<file path="src/rtl/daq_pkg.sv">
`default_nettype none
// ============================================================================
//  Module      : daq_pkg
//  Description : Shared constants and state encodings for the ADC frame
//                writer (capture FSM, memory writer FSM).
//  Revision    : 1.0 - initial release
// ============================================================================
package daq_pkg;

    localparam int DAQ_ADDR_W     = 26;
    localparam int DAQ_DATA_W     = 32;
    localparam int DAQ_SAMPLE_W   = 14;
    localparam int DAQ_LEN_W      = 16;
    localparam int DAQ_FIFO_DEPTH = 16;

    // Capture sequencing: idle, taking samples, waiting for the FIFO to drain,
    // and a single-cycle done state.
    typedef enum logic [1:0] {
        CAP_IDLE    = 2'd0,
        CAP_CAPTURE = 2'd1,
        CAP_DRAIN   = 2'd2,
        CAP_DONE    = 2'd3
    } cap_state_t;

    // Memory writer: pop a word, hold the request until accepted, then one
    // gap cycle so hal can raise busy before the next request.
    typedef enum logic [1:0] {
        WR_IDLE = 2'd0,
        WR_REQ  = 2'd1,
        WR_GAP  = 2'd2
    } wr_state_t;

endpackage
`default_nettype wire

</file>
<file path="src/rtl/sync_fifo.sv">
`default_nettype none
// ============================================================================
//  Module      : sync_fifo
//  Description : Single-clock show-ahead FIFO with full/empty flags and a
//                synchronous flush. A push while full is rejected even if a
//                pop happens in the same cycle.
//  Revision    : 1.0 - initial release
// ============================================================================
module sync_fifo #(
    parameter int WIDTH = 32,
    parameter int DEPTH = 16
) (
    input  logic             clk,
    input  logic             reset_n,
    input  logic             flush,
    input  logic             push,
    input  logic [WIDTH-1:0] push_data,
    input  logic             pop,
    output logic [WIDTH-1:0] pop_data,
    output logic             full,
    output logic             empty
);
    localparam int PTR_W = $clog2(DEPTH);

    logic [WIDTH-1:0] mem_q [DEPTH];
    logic [PTR_W:0]   wr_ptr_q, wr_ptr_d;
    logic [PTR_W:0]   rd_ptr_q, rd_ptr_d;
    logic             push_ok;
    logic             pop_ok;

    // Pointer update; the extra MSB distinguishes full from empty.
    always_comb begin
        full     = (wr_ptr_q[PTR_W] != rd_ptr_q[PTR_W]) &&
                   (wr_ptr_q[PTR_W-1:0] == rd_ptr_q[PTR_W-1:0]);
        empty    = (wr_ptr_q == rd_ptr_q);
        push_ok  = push && !full && !flush;
        pop_ok   = pop && !empty && !flush;
        pop_data = mem_q[rd_ptr_q[PTR_W-1:0]];
        wr_ptr_d = wr_ptr_q;
        rd_ptr_d = rd_ptr_q;
        if (flush) begin
            wr_ptr_d = '0;
            rd_ptr_d = '0;
        end else begin
            if (push_ok) begin
                wr_ptr_d = wr_ptr_q + (PTR_W+1)'(1);
            end
            if (pop_ok) begin
                rd_ptr_d = rd_ptr_q + (PTR_W+1)'(1);
            end
        end
    end

    // Pointer registers.
    always_ff @(posedge clk or negedge reset_n) begin
        if (!reset_n) begin
            wr_ptr_q <= '0;
            rd_ptr_q <= '0;
        end else begin
            wr_ptr_q <= wr_ptr_d;
            rd_ptr_q <= rd_ptr_d;
        end
    end

    // Storage array; contents are don't-care until written.
    always_ff @(posedge clk) begin
        if (push_ok) begin
            mem_q[wr_ptr_q[PTR_W-1:0]] <= push_data;
        end
    end

endmodule
`default_nettype wire

</file>
<file path="src/rtl/adc_frame_writer.sv">
`default_nettype none
// ============================================================================
//  Module      : adc_frame_writer
//  Description : Packs 14-bit ADC samples pairwise into 32-bit words and
//                writes a host-programmed number of words to DDR through the
//                hal memory-request port, buffering stalls in a small FIFO.
//  Revision    : 1.0 - initial release
// ============================================================================
module adc_frame_writer
    import daq_pkg::*;
#(
    parameter int ADDR_W     = DAQ_ADDR_W,
    parameter int DATA_W     = DAQ_DATA_W,
    parameter int SAMPLE_W   = DAQ_SAMPLE_W,
    parameter int LEN_W      = DAQ_LEN_W,
    parameter int FIFO_DEPTH = DAQ_FIFO_DEPTH
) (
    input  logic              clk,
    input  logic              reset_n,
    input  logic              start,
    input  logic              abort,
    input  logic [ADDR_W-1:0] base_addr,
    input  logic [LEN_W-1:0]  length,
    input  logic              sample_valid,
    input  logic [SAMPLE_W-1:0] sample_data,
    output logic              active,
    output logic              done,
    output logic              overflow,
    output logic [LEN_W-1:0]  words_written,
    output logic              memory_write_req,
    output logic [ADDR_W-1:0] memory_addr,
    output logic [DATA_W-1:0] memory_data_write,
    input  logic              memory_busy
);
    localparam int HALF_W = 16;

    cap_state_t        cap_state_q, cap_state_d;
    wr_state_t         wr_state_q, wr_state_d;
    logic [ADDR_W-1:0] addr_q, addr_d;
    logic [DATA_W-1:0] data_q, data_d;
    logic [LEN_W-1:0]  length_q, length_d;
    logic [LEN_W-1:0]  packed_q, packed_d;
    logic [LEN_W-1:0]  words_written_q, words_written_d;
    logic [HALF_W-1:0] half_q, half_d;
    logic              half_valid_q, half_valid_d;
    logic              overflow_q, overflow_d;

    logic              start_take;
    logic              sample_take;
    logic              word_push;
    logic              wr_accept;
    logic              fifo_pop;
    logic              fifo_full;
    logic              fifo_empty;
    logic [HALF_W-1:0] sample_ext;
    logic [DATA_W-1:0] packed_word;
    logic [DATA_W-1:0] fifo_rd_data;

    // Packed-word buffer; abort flushes it along with the pending half-word.
    sync_fifo #(
        .WIDTH (DATA_W),
        .DEPTH (FIFO_DEPTH)
    ) u_fifo (
        .clk       (clk),
        .reset_n   (reset_n),
        .flush     (abort),
        .push      (word_push),
        .push_data (packed_word),
        .pop       (fifo_pop),
        .pop_data  (fifo_rd_data),
        .full      (fifo_full),
        .empty     (fifo_empty)
    );

    // State and datapath registers.
    always_ff @(posedge clk or negedge reset_n) begin
        if (!reset_n) begin
            cap_state_q     <= CAP_IDLE;
            wr_state_q      <= WR_IDLE;
            addr_q          <= '0;
            data_q          <= '0;
            length_q        <= '0;
            packed_q        <= '0;
            words_written_q <= '0;
            half_q          <= '0;
            half_valid_q    <= 1'b0;
            overflow_q      <= 1'b0;
        end else begin
            cap_state_q     <= cap_state_d;
            wr_state_q      <= wr_state_d;
            addr_q          <= addr_d;
            data_q          <= data_d;
            length_q        <= length_d;
            packed_q        <= packed_d;
            words_written_q <= words_written_d;
            half_q          <= half_d;
            half_valid_q    <= half_valid_d;
            overflow_q      <= overflow_d;
        end
    end

    // Capture FSM next state; abort overrides everything, start only from idle.
    always_comb begin
        cap_state_d = cap_state_q;
        if (abort) begin
            cap_state_d = CAP_IDLE;
        end else begin
            case (cap_state_q)
                CAP_IDLE: begin
                    if (start) begin
                        cap_state_d = (length == '0) ? CAP_DONE : CAP_CAPTURE;
                    end
                end
                CAP_CAPTURE: begin
                    if (packed_q == length_q) begin
                        cap_state_d = CAP_DRAIN;
                    end
                end
                CAP_DRAIN: begin
                    if (fifo_empty && (wr_state_q == WR_IDLE)) begin
                        cap_state_d = CAP_DONE;
                    end
                end
                CAP_DONE: cap_state_d = CAP_IDLE;
                default:  cap_state_d = CAP_IDLE;
            endcase
        end
    end

    // Writer FSM next state; the request is held until hal drops busy.
    always_comb begin
        wr_state_d = wr_state_q;
        if (abort) begin
            wr_state_d = WR_IDLE;
        end else begin
            case (wr_state_q)
                WR_IDLE: begin
                    if (!fifo_empty) begin
                        wr_state_d = WR_REQ;
                    end
                end
                WR_REQ: begin
                    if (!memory_busy) begin
                        wr_state_d = WR_GAP;
                    end
                end
                WR_GAP:  wr_state_d = WR_IDLE;
                default: wr_state_d = WR_IDLE;
            endcase
        end
    end

    // Packer, counters, address and write-data staging.
    always_comb begin
        start_take  = start && !abort && (cap_state_q == CAP_IDLE);
        sample_take = sample_valid && !abort && (cap_state_q == CAP_CAPTURE) &&
                      (packed_q != length_q);
        word_push   = sample_take && half_valid_q;
        wr_accept   = (wr_state_q == WR_REQ) && !memory_busy && !abort;
        fifo_pop    = (wr_state_q == WR_IDLE) && !fifo_empty && !abort;
        sample_ext  = {{(HALF_W-SAMPLE_W){1'b0}}, sample_data};
        packed_word = DATA_W'({sample_ext, half_q});

        length_d        = length_q;
        packed_d        = packed_q;
        words_written_d = words_written_q;
        overflow_d      = overflow_q;
        half_d          = half_q;
        half_valid_d    = half_valid_q;
        addr_d          = addr_q;
        data_d          = data_q;

        if (start_take) begin
            length_d        = length;
            addr_d          = base_addr;
            packed_d        = '0;
            words_written_d = '0;
            overflow_d      = 1'b0;
            half_valid_d    = 1'b0;
        end
        if (abort) begin
            half_valid_d = 1'b0;
        end
        if (sample_take) begin
            if (!half_valid_q) begin
                half_d       = sample_ext;
                half_valid_d = 1'b1;
            end else begin
                // Word completes on the odd sample; a dropped word still counts.
                half_valid_d = 1'b0;
                packed_d     = packed_q + LEN_W'(1);
                if (fifo_full) begin
                    overflow_d = 1'b1;
                end
            end
        end
        if (fifo_pop) begin
            data_d = fifo_rd_data;
        end
        if (wr_accept) begin
            addr_d          = addr_q + ADDR_W'(1);
            words_written_d = words_written_q + LEN_W'(1);
        end
    end

    // Outputs decoded from state and registered datapath.
    always_comb begin
        active            = (cap_state_q == CAP_CAPTURE) || (cap_state_q == CAP_DRAIN);
        done              = (cap_state_q == CAP_DONE);
        memory_write_req  = (wr_state_q == WR_REQ);
        overflow          = overflow_q;
        words_written     = words_written_q;
        memory_addr       = addr_q;
        memory_data_write = data_q;
    end

endmodule
`default_nettype wire

</file>
<file path="config.mk">
export PLATFORM = sky130hd
export DESIGN_NAME = adc_frame_writer
export DESIGN_NICKNAME = d
export VERILOG_FILES = /design/src/rtl/daq_pkg.sv /design/src/rtl/sync_fifo.sv /design/src/rtl/adc_frame_writer.sv
export SDC_FILE = /design/constraint.sdc
export NUM_CORES = 1
export LEC_CHECK = 0
export CAP_MARGIN = 30
export CELL_PAD_IN_SITES_DETAIL_PLACEMENT = 0
export CELL_PAD_IN_SITES_GLOBAL_PLACEMENT = 1
export CORE_MARGIN = 2
export CORE_UTILIZATION = 45
export CTS_CLUSTER_DIAMETER = 50
export DETAILED_ROUTE_END_ITERATION = 8
export GPL_ROUTABILITY_DRIVEN = 0
export HOLD_SLACK_MARGIN = 0.02
export PLACE_DENSITY_LB_ADDON = 0.1
export SLEW_MARGIN = 20
export SYNTH_ARGS = -nofsm -noshare
export SYNTH_HDL_FRONTEND = slang
export SYNTH_SLANG_ARGS = --single-unit
</file>
<file path="constraint.sdc">
create_clock -name clk -period 14.4 [get_ports clk]
set_input_delay 2.88 -clock clk [delete_from_list [all_inputs] [get_ports clk]]
set_output_delay 2.88 -clock clk [all_outputs]
set_load 0.02 [all_outputs]
</file>
After elaboration in Yosys (flattened, before gate mapping)

Memory sizes are Yosys's and may differ from the RTL's. A register that Yosys moved wholly into a read port is not among the register bits.
Index checks and enable logic that the tools add are counted.

$add $sub $neg: 5
Equality and inequality tests: 14
Mux-type cells: 31
Bitwise gates (word level): 1
Reduce and logical (&&, ||, !) cells: 32

Operators by type and width:

| operator                                                              | number |
|---|---|
| 16-bit 2-to-1 mux                                                     | 5 |
| 26-bit 2-to-1 mux                                                     | 2 |
| 16-bit by 1-bit adder with 16-bit output, second input constant       | 2 |
| 26-bit by 1-bit adder with 26-bit output, second input constant       | 1 |
| 5-bit 2-to-1 mux                                                      | 4 |
| 16-bit equality test                                                  | 1 |
| 1-bit logical AND                                                     | 16 |
| 16-bit logical NOT                                                    | 1 |
| 2-bit 2-to-1 mux                                                      | 8 |
| 16-bit != test                                                        | 1 |
| 3-bit != test, second input constant                                  | 5 |
| 5-bit by 1-bit adder with 5-bit output, second input constant         | 2 |
| 1-bit 2-to-1 mux                                                      | 10 |
| 2-bit one-hot mux with 4 select lines                                 | 1 |
| 2-bit nonzero test                                                    | 3 |
| 5-bit equality test                                                   | 1 |
| 1-bit logical NOT                                                     | 5 |
| 2-bit by 1-bit equality test with 1-bit output, second input constant | 2 |
| 2-bit equality test, second input constant                            | 2 |
| 4-bit equality test                                                   | 1 |
| 2-bit logical NOT                                                     | 2 |
| 2-bit one-hot mux with 2 select lines                                 | 1 |
| 2-bit AND reduction                                                   | 2 |
| 3-bit AND reduction                                                   | 1 |
| 4 further kinds                                                       | 4 |

Register bits: 136
RAM bits: 448
Bits of input ports: 62
Word-level logic and storage cells: 96
Memories kept: 1

Memory list:

| name         | words | bits a word | rd ports | clocked after Yosys merged registers in | wr ports | line            | text |
|---|---|---|---|---|---|---|---|
| u_fifo.mem_q | 16    | 28          | 1        | 1                                       | 1        | sync_fifo.sv:25 | `logic [WIDTH-1:0] mem_q [DEPTH];` |

Logic depth before layout (Yosys ltp)

Gate-level depths: netlist (run 1).

Depth in word-level cells: 9
Mapped depth: 9
Mapped depth without buffers: 7

Modules after synthesis

Synthesis (run 1) repeated with hierarchy kept, for this count alone.

Cells, all modules: 1648
Area total of the unflattened synthesis: 26834.5 µm²

By module, submodules not included:

| module           | instances | cells each | area each (µm²) | seq. area each (µm²) |
|---|---|---|---|---|
| sync_fifo        | 1         | 1022       | 20464.6         | 15625.0 |
| adc_frame_writer | 1         | 626        | 6369.9          | 3153.0 |

Worst setup path after synthesis (run 1)

No wires, ideal clock.

Kind: input -> register
Start point: input abort
End point: memory u_fifo.mem_q[1][0] (netlist bit) (enable)
Library setup time: 0.494 ns
Arrival: 6.808 ns
Slack: 7.098 ns
Cell stages on the path: 5
Path buffers: 1
Cells stage by stage: clkbuf_1 > nor3b_1 > o21a_1 > nand2_1 > nor4b_1

Longest elaborated chain between the ends: 9

Ends and longest elaborated chain:

| element                                  | line                                     | text |
|---|---|---|
| start: declaration                       | adc_frame_writer.sv:21                   | `input logic abort,` |
| 1-bit logical NOT *                      | sync_fifo.sv:36, adc_frame_writer.sv:156 |  |
| 1-bit logical AND (3 in a row)           | adc_frame_writer.sv:156                  | `sample_take = sample_valid && !abort && (cap_state_q == CAP_CAPTURE) &&` |
| 1-bit logical AND                        | adc_frame_writer.sv:158                  | `word_push = sample_take && half_valid_q;` |
| 1-bit logical AND                        | sync_fifo.sv:36                          | `push_ok = push && !full && !flush;` |
| 1-bit logical AND *                      | sync_fifo.sv:36                          |  |
| 1-bit 2-to-1 mux *                       | sync_fifo.sv:67                          | `if (push_ok) begin` |
| 1-bit 2-to-1 mux (not written as such) * | sync_fifo.sv:68                          | `mem_q[wr_ptr_q[PTR_W-1:0]] <= push_data;` |
| end: declaration                         | sync_fifo.sv:25                          |  |

Mark *: on every way between the ends. The rest lies on a longest branch, timed or not.

Worst setup path after layout (run 1)

Start point: input abort
End point: memory u_fifo.mem_q[10][16] (netlist bit) (enable)

Same word-level chain as after synthesis.

==> results.ini, run 1 <==
[detailed_routing]
ant_nets = 0
drc = 0
viasPerCell = 5.71
drtIter0Drc = 1148
wl_microns = 53900
dr_total_vias = 13057
drt-pass1-iter-count = 5
routedWlPerCell_microns = 23.6

[critical_path]
r2r_start = u_fifo.rd_ptr_q[0]
crit_arrival_ps = 6070
cp-end-kind = flop
r2r_cells = 5
path_class = in -> reg
cp_max_fo = 28
critPathRequiredTime_ps = 14620
rrSetupSlack_ps = 10670
rr_endpoint = u_fifo.mem_q[10][16]
start_kind = input pin

[power]
p_comb_share_pct = 18.5
pwr_density_cell_nw_per_um2 = 171
seqPwrFrac_pct = 46.9
p_sw_w = 0.00134
p_int_w = 0.00344
clkPwrFrac_pct = 34.6
leakagePower_nw = 9.56
netSwitchingFraction_pct = 28.1
ir_drop_v = 0.000140

[sta]
hold_violations = 0
worst_slew_pin_slew_ps = 981
setup_ws_ps = 8550
fin_setup_tns_ps = 0
post-route-period-util_pct = 40.6
finalSetupViolCount = 0
rsz0062_at_grt = false
fmaxAchievable_mhz = 171
layout_min_cycle_time_ps = 5850
drv_slew = 0
fin_skew_ps = 21.1
slew_headroom_pct = 34.6

[synthesis]
async_reset_ff_share_pct = 22.8
syn_inst = 1392
synth.avg_cell_area_sq_um = 16.9
synth_area_sq_um = 23600
ys_warn_count = 0
synth-seq-cells = 580
yosysSeqAreaShare_pct = 71.1
yosysUniqueCellTypes = 58
ys.flop_type = edfxtp_1
synth_edf_count = 448

[global_routing]
antenna_found_initial = 0
grt_pass1_wl_microns = 82900
grt_pass1_vias = 13211
grt_remaining_overflow = 0
grt_max_degree = 73
track_usage_pct = 20.4

[cts]
cts-htree-levels = 3
cts_setup_buffers = 0
cts.sinks = 580
path_clk_slew_ps = 60
cts.path.max_buffers = 3
cts-root-buf = clkbuf_16
cts_tree = done
worst_skew_pair.late_latency_ps = 610
cts_buffers = 70
ctsHoldBuffers = 0
ctsResizeCount = 0

[finish]
diodes = 0
area_growth_syn_to_layout_pct = 18.5
final_cell_count_no_fill = 2287
fillCellCount = 4129
final_layout_size_suffix_gt1_share_pct = 17.8
nets = 1623

[floorplanning]
die_y_microns = 233
start_util_pct = 45.7
rows = 83
ioPinCount = 140
die_area_sq_um = 54200
die_w_microns = 233
core_area_sq_um = 51500

[min_path]
hold_path.class = reg -> reg
min-delay-start = memory_data_write[28]
min_to = memory_data_write[28]
min_path_cells = 1

[place]
pre_cts_slack_ps = 7960
dp_hpwl_microns = 30300
post-place-cells = 2153
portBuffers = 135

[status]
status = completed

[run]
maxCapViolations = 0

[Yosys cell counts, drive strengths merged (2+ instances only)]
cell / count / share of area (%)
nor3: 15 / 0.34
or4: 8 / 0.27
o221ai: 25 / 0.93
o31ai: 5 / 0.16
a211o: 4 / 0.15
a31oi: 5 / 0.13
dfrtp: 132 / 14
buf: 32 / 0.84
edfxtp: 448 / 57
a311oi: 7 / 0.26
xnor2: 6 / 0.22
and4: 12 / 0.45
a21o: 22 / 0.70
clkbuf: 49 / 0.78
o21ai: 48 / 1.0
nor4: 15 / 0.40
nand2b: 4 / 0.11
inv: 20 / 0.32
a21oi: 12 / 0.25
nand2: 100 / 1.6
and3: 15 / 0.40
o21a: 2 / 0.064
o311ai: 2 / 0.074
o211ai: 14 / 0.45
mux2: 24 / 1.3
a211oi: 32 / 1.0
nand3b: 2 / 0.064
and4b: 9 / 0.38
nand3: 28 / 0.59
nor2: 49 / 0.78
or3: 3 / 0.080
ha: 12 / 0.64
nand4: 14 / 0.37
mux4: 98 / 9.4
o22ai: 24 / 0.64
and2: 3 / 0.080
mux2i: 51 / 2.2
or2: 3 / 0.080
nor4b: 6 / 0.22
xor2: 19 / 0.71
o221a: 3 / 0.14
[worst max-delay path, cell delays in order]
cell and delay, ps:
clkdlybuf4s50_1 760, nor3b_1 330, buf_4 250, o21ai_1 180
nor2_1 640, and4b_2 1000
[worst max path at each step]
stage | startpoint | end | slack, ps | cells past startpoint
6_report | abort | u_fifo.mem_q[10][16] | 8550 | 6
5_1_grt | abort | u_fifo.mem_q[10][14] | 8270 | 6
3_3_place_gp | abort | memory_addr[20] | 8050 | 8
4_1_cts | abort | u_fifo.mem_q[11][16] | 8590 | 6
3_5_place_dp | abort | u_fifo.mem_q[11][12] | 7960 | 6
2_1_floorplan | abort | u_fifo.mem_q[1][0] | 7100 | 5
[through the flow]
step / hold WS [ps] / cell area [sq um] / utilization (%) / power, W
after global placement: 458 / 25600 / 49.8 / 0.00316
after global routing: 485 / 27900 / 54.2 / 0.00500
after floorplan: 465 / 23600 / - / 0.00281
final: 473 / 27900 / 54.2 / 0.00479
after detailed placement: 465 / 25600 / 49.8 / 0.00317
after CTS: 477 / 27800 / 54.1 / 0.00484
[layer usage]
| metal | routed length, microns | GRT usage (%) | part of all wire (%) |
|---|---|---|---|
| met5 | 0 | 0 | 0 |
| met4 | 1030 | 5.49 | 1.9 |
| met3 | 2420 | 3.70 | 4.5 |
| met2 | 25300 | 32.2 | 47 |
| met1 | 25100 | 29.4 | 47 |
[state kept, by name, indices dropped and copies added (netlist names)]
signal / cells
u_fifo.rd_ptr_q: 5
length_q: 16
words_written: 16
memory_addr: 26
overflow: 1
half_q: 14
memory_data_write: 28
cap_state_q: 2
wr_state_q: 2
packed_q: 16
half_valid_q: 1
u_fifo.mem_q: 448
u_fifo.wr_ptr_q: 5
[cell usage in the layout (no fill, tap or decap), types with 15 or more instances in the layout]
master	instances
edfxtp_1	448
clkdlybuf4s50_1	134
dfrtp_1	128
nand2_1	99
mux4_2	98
clkbuf_16	71
mux2i_1	51
nor2_1	48
o21ai_0	46
a211oi_1	32
nand3_1	28
o221ai_1	25
buf_4	25
o22ai_1	24
a21o_1	22
inv_1	20
xor2_1	19
clkbuf_1	18
nor4_1	15
[cells by family (layout without fill, tap and decap cells)]
logic type,after synthesis,in the layout,share of synthesized area (%)
simple gates,291,291,6.38
xor+xnor,25,25,0.929
fa+ha+maj,12,12,0.637
compound gates,209,209,6.15
buf+inv,101,313,1.94
mux,173,173,12.8
other cells,1,4,0.0159
flops,580,580,71.1
[cell type report]
class / instances / area [sq um] / area share [%]
flip-flops and latches: 580 / 16800 / 60.0
multi-input cells: 714 / 6420 / 23.0
clock buffers: 92 / 1890 / 6.75
repair buffers: 163 / 1620 / 5.78
well taps: 680 / 851 / 3.05
clock inverters: 38 / 309 / 1.11
inverters: 20 / 75.1 / 0.269
[power by group through the flow]
stage | Combinational (W) | Clock, W | Sequential, W
after floorplan | 0.000540 | 0 | 0.00227
after global placement | 0.000884 | 0 | 0.00227
after detailed placement | 0.000890 | 0 | 0.00228
after CTS | 0.000894 | 0.00169 | 0.00225
after global routing | 0.000957 | 0.00176 | 0.00228
final | 0.000886 | 0.00166 | 0.00224
No activity file was read; power rests on OpenSTA's default activity.
==> inputs of run 2 (changes only) <==
clock period = 5.5 ns   (was 14.4 ns; I/O delays follow)
==> run 2 against run 1 <==
Against the previous run: utilization is 0.40 points higher; register-to-register slack got worse by 9100 ps; highest routed layer unchanged; critical endpoint is now u_fifo.mem_q[4][21]; clock power grew to 2.7 times the previous value; power rose to 2.7 times the previous value; combinational power rose to 2.6 times the previous value.
==> results.ini, run 2 (synthesis results as in run 1) <==
[finish]
diodes = 0  ; unchanged
final_common_cell = edfxtp_1
fin_area_sq_um = 28100  ; +0.73%
nets = 1637  ; +0.86%
final_layout_size_suffix_gt1_share_pct = 18.4  ; +0.62 points
largest_register_ffs = 448  ; unchanged
final_cell_count_no_fill = 2298  ; +0.48%
mostFrequentLayoutCells = edfxtp_1, clkdlybuf4s50_1, dfrtp_1
area_growth_syn_to_layout_pct = 19.4

[detailed_routing]
viasPerCell = 5.86  ; +2.6%
wl_microns = 57900  ; +7.5%
dr_total_vias = 13456  ; +3.1%
routedWlPerCell_microns = 25.2  ; +6.9%
drt-pass1-iter-count = 5  ; unchanged
drtIter0Drc = 1219  ; +6.2%
ant_nets = 0  ; unchanged
drc = 0  ; unchanged

[critical_path]
cp-end-kind = flop
path_class = in -> reg
start_kind = input pin
r2r_start = u_fifo.rd_ptr_q[0]
startpoint = abort
rr_endpoint = u_fifo.mem_q[4][21]
crit_arrival_ps = 4330  ; -1740 ps
rrSetupSlack_ps = 1600  ; -9070 ps
cp_max_fo = 21  ; -25%
critPathRequiredTime_ps = 5810  ; -8810 ps
r2r_cells = 6  ; +1

[global_routing]
grt_remaining_overflow = 0  ; unchanged
grt_pass1_vias = 13838  ; +4.7%
grt_max_degree = 99  ; +36%
grt_pass1_wl_microns = 88200  ; +6.4%
track_usage_pct = 22.0  ; +1.6 points
antenna_found_initial = 0  ; unchanged

[cts]
cts-root-buf = clkbuf_16
ctsHoldBuffers = 0  ; unchanged
cts_tree = done
cts_setup_buffers = 0  ; unchanged
ctsResizeCount = 0  ; unchanged
cts.sinks = 580  ; unchanged
cts.path.max_buffers = 3  ; unchanged
worst_skew_pair.late_latency_ps = 610  ; about the same
cts_buffers = 69  ; -1.4%
path_clk_slew_ps = 60  ; about the same
cts-htree-levels = 3  ; unchanged

[sta]
whs_ps = 474  ; +0.932 ps
hold_violations = 0  ; unchanged
fmaxAchievable_mhz = 249
worst_slew_pin_slew_ps = 956  ; -24.8 ps
fin_setup_tns_ps = 0  ; unchanged
post-route-period-util_pct = 73.1
layout_min_cycle_time_ps = 4020
rsz0062_at_grt = false
drv_slew = 0  ; unchanged
finalSetupViolCount = 0  ; unchanged
slew_headroom_pct = 36.0  ; +1.4 points
fin_skew_ps = 38.7  ; +17.6 ps

[place]
portBuffers = 135  ; unchanged
post-place-cells = 2170  ; +0.79%
dp_hpwl_microns = 33600  ; +11%
placement.cell_area_sq_um = 25800  ; +0.59%

[power]
ir_drop_v = 0.000318  ; +130%
leakagePower_nw = 9.70  ; +1.5%
pwr_density_cell_nw_per_um2 = 453  ; +160%
power_w = 0.0128  ; +170%

[floorplanning]
core_area_sq_um = 51500  ; unchanged
rows = 83  ; unchanged
ioPinCount = 140  ; unchanged
die_y_microns = 233  ; unchanged
die_w_microns = 233  ; unchanged
die_area_sq_um = 54200  ; unchanged
start_util_pct = 45.7  ; unchanged

[min_path]
hold_path.class = reg -> reg
min_path_cells = 1  ; unchanged
min-delay-start = memory_data_write[22]
min_to = memory_data_write[22]

[status]
status = completed

[run]
maxCapViolations = 0  ; unchanged

[run 2: cell count changes in the layout (fill, tap and decap cells not counted), moves of 2 or more]
cell        change
buf_4          +14
bufinv_16       +5
clkbuf_8        +5
clkinvlp_4      -5
inv_6           -4
buf_12          +3
buf_16          -2
clkbuf_1        -2
[run 2: area by class of cell]
class                   instances  area, sq um
multi-input cells             714         6420
repair buffers                178         1730
clock buffers                  95         1950
flip-flops and latches        580        16800
fillers                      4190        23400
well taps                     680          851
inverters                      20         75.1
clock inverters                31          344
[run 2: where the power goes]
| part | leakage, nW | total, W | switching (W) | internal (W) |
|---|---|---|---|---|
| logic | 2.87 | 0.00232 | 0.00112 | 0.00121 |
| clock network | 1.13 | 0.00455 | 0.00178 | 0.00277 |
| registers | 5.70 | 0.00588 | 0.000590 | 0.00529 |
[run 2: worst max-delay path by stage]
stage                                     end  depth (start not counted)
after CTS                 u_fifo.mem_q[4][21]                          8
after detailed placement  u_fifo.mem_q[4][21]                          8
after global placement    u_fifo.mem_q[4][21]                          8
after global routing      u_fifo.mem_q[4][19]                          8
final                     u_fifo.mem_q[4][21]                          8
after floorplan            u_fifo.mem_q[1][0]                          5
[run 2: critical path, stage by stage]
cell and delay [ps]:
clkdlybuf4s50_1 420, buf_4 210, nor3b_1 190, buf_4 250, o21ai_1 190, nor2_1 640
and4b_2 1010, buf_4 290
[run 2: metrics by stage]
stage / worst slack (ps) / utilization (%)
6_report: 1480 / 54.6
5_1_grt: 1280 / 54.6
4_1_cts: 1550 / 54.5
3_5_place_dp: 927 / 50.1
3_3_place_gp: 895 / 50.0
2_1_floorplan: -21.8 / -
[run 2: layer usage]
| layer | vias to the layer above | GRT usage (%) | routed length (microns) |
|---|---|---|---|
| met2 | 452 | 34.4 | 27300 |
| met3 | 80 | 4.34 | 3640 |
| met5 | - | 0 | 0 |
| met4 | 0 | 5.45 | 990 |
| met1 | 6991 | 31.9 | 26000 |
| li1 | 5933 | - | - |
==> inputs of run 3 (changes only) <==
clock period = 3.6 ns   (was 5.5 ns; I/O delays follow)
==> run 3 against run 2 <==
Against the previous run: first-iteration DRC count down 1.6%; critical path depth unchanged; register-to-register slack got worse by 910 ps; die area unchanged; worst hold slack about the same; non-clock buffer count rose by 17; global-route usage is 0.32 points lower; clock power grew 64%; sequential cell count did not move; combinational power grew 59%; critical endpoint is now u_fifo.mem_q[2][19]; largest cell class unchanged.
==> results.ini, run 3 (synthesis results as in run 1) <==
[status]
status = completed

[critical_path]
cpMaxStageDelayCell = buf_4
rrSetupSlack_ps = 690  ; -910 ps
critPathRequiredTime_ps = 3830  ; -1980 ps
cp-end-kind = flop
crit_buf_inv = 2  ; -2
cp.depth = 8  ; unchanged
cp_top_family = simple AND/OR/NAND/NOR gates
r2r_start = cap_state_q[1]
rr_endpoint = u_fifo.mem_q[2][19]
crit_arrival_ps = 3150  ; -1180 ps
path_class = reg -> reg
crit_chain = inv_1, ha_1, nand2_1, nor3b_1, o21a_1, nand2_1, nor4b_4, buf_4
start_kind = flop
cp_max_fo = 28  ; +33%
r2r_cells = 8  ; +2
crit_top_cell = nand2_1
cp_slowest_stage_delay_ps = 460  ; -550 ps

[global_routing]
grt_max_degree = 97  ; -2.0%
grt_pass1_wl_microns = 86800  ; -1.6%
antenna_found_initial = 0  ; unchanged
grt_remaining_overflow = 0  ; unchanged
track_usage_pct = 21.7  ; -0.32 points
grt_pass1_vias = 13542  ; -2.1%

[finish]
diodes = 0  ; unchanged
final_cell_count_no_fill = 2319  ; +0.91%
fin_area_sq_um = 28600  ; +1.7%
nets = 1656  ; +1.2%
fin_util_pct = 55.5  ; +0.93 points
area_growth_syn_to_layout_pct = 21.4
final_common_cell = edfxtp_1
final_layout_size_suffix_gt1_share_pct = 19.8  ; +1.4 points
fillCellCount = 4081  ; -2.6%
mostFrequentLayoutCells = edfxtp_1, clkdlybuf4s50_1, dfrtp_1
largest_register_ffs = 448  ; unchanged

[cts]
cts-root-buf = clkbuf_16
cts-htree-levels = 3  ; unchanged
cts.sinks = 580  ; unchanged
ctsResizeCount = 0  ; unchanged
cts_setup_buffers = 0  ; unchanged
worst_skew_pair.late_latency_ps = 600  ; about the same
cts_tree = done
cts.path.max_buffers = 3  ; unchanged
ctsHoldBuffers = 1  ; +1
path_clk_slew_ps = 50  ; about the same
cts_buffers = 71  ; +2.9%

[detailed_routing]
routedWlPerCell_microns = 24.6  ; -2.2%
dr_total_vias = 13419  ; -0.27%
drtIter0Drc = 1200  ; -1.6%
ant_nets = 0  ; unchanged
drt-pass1-iter-count = 7  ; +2
wl_microns = 57100  ; -1.3%
viasPerCell = 5.79  ; -1.2%
drc = 0  ; unchanged

[power]
ir_drop_v = 0.000501  ; +58%
netSwitchingFraction_pct = 26.9  ; -0.45 points
clkPwrFrac_pct = 37.2  ; +1.5 points
seqPwrFrac_pct = 44.3  ; -1.8 points
pwr_density_cell_nw_per_um2 = 700  ; +54%
p_sw_w = 0.00538  ; +54%
p_comb_share_pct = 18.5  ; +0.3 points
p_int_w = 0.0146  ; +58%
leakagePower_nw = 9.90  ; +2.0%
power_w = 0.0200  ; +57%

[sta]
slew_headroom_pct = 39.0  ; +3.0 points
fin_skew_ps = 31.7  ; -6.95 ps
finalSetupViolCount = 0  ; unchanged
rsz0062_at_grt = false
whs_ps = 475  ; +0.496 ps
drv_slew = 0  ; unchanged
worst_slew_pin_slew_ps = 911  ; -44.9 ps
fmaxAchievable_mhz = 343
layout_min_cycle_time_ps = 2910
post-route-period-util_pct = 80.9
hold_violations = 0  ; unchanged

[place]
post-place-cells = 2187  ; +0.78%
portBuffers = 135  ; unchanged
placement.cell_area_sq_um = 26100  ; +1.2%
dp_hpwl_microns = 34200  ; +1.8%

[min_path]
min-delay-start = memory_data_write[6]
hold_path.class = reg -> reg
min_path_cells = 1  ; unchanged
min_to = memory_data_write[6]

[floorplanning]
rows = 83  ; unchanged
start_util_pct = 45.7  ; unchanged
die_area_sq_um = 54200  ; unchanged
ioPinCount = 140  ; unchanged
core_area_sq_um = 51500  ; unchanged
die_y_microns = 233  ; unchanged
die_w_microns = 233  ; unchanged

[run]
maxCapViolations = 0  ; unchanged

==> run 3: routing by layer <==
metal / GRT usage, % / share of wire [%]
met2: 34.3 / 48
met4: 5.27 / 1.9
met1: 31.1 / 45
met5: 0 / 0
met3: 4.14 / 5.8
==> run 3: final cells by class <==
type	instances	area, sq um	share of cell area, %
clock buffers	91	1960	6.87
multi-input cells	714	6450	22.6
repair buffers	195	1970	6.88
clock inverters	39	528	1.85
well taps	680	851	2.97
inverters	20	75.1	0.262
flip-flops and latches	580	16800	58.6
==> run 3: how the worst max path moves through the flow <==
stage	from	to	slack [ps]
floorplan	abort	u_fifo.mem_q[1][0]	-190
global placement	sample_valid	u_fifo.mem_q[8][17]	150
detailed placement	sample_valid	u_fifo.mem_q[2][17]	160
CTS	cap_state_q[1]	u_fifo.mem_q[8][25]	700
global route	cap_state_q[1]	u_fifo.mem_q[2][4]	470
finish	cap_state_q[1]	u_fifo.mem_q[2][19]	690
==> run 3: worst register-to-register path: stages (launching register included) <==
cell     delay, ps
dfrtp_1        390
inv_1          100
ha_1           200
nand2_1        110
nor3b_1        440
o21a_1         230
nand2_1        310
nor4b_4        310
buf_4          460
==> run 3: through the flow <==
stage               setup WS [ps]  setup TNS (ps)
detailed placement            164               0
CTS                           698               0
finish                        689               0
global placement              151               0
floorplan                    -190          -19350
global route                  473               0
==> run 3: power by group through the flow <==
stage	Sequential, W	Combinational [W]	Clock, W
floorplan	0.00906	0.00216	0
global placement	0.00901	0.00373	0
detailed placement	0.00902	0.00375	0
CTS	0.00889	0.00376	0.00761
global route	0.00900	0.00401	0.00789
finish	0.00887	0.00370	0.00745
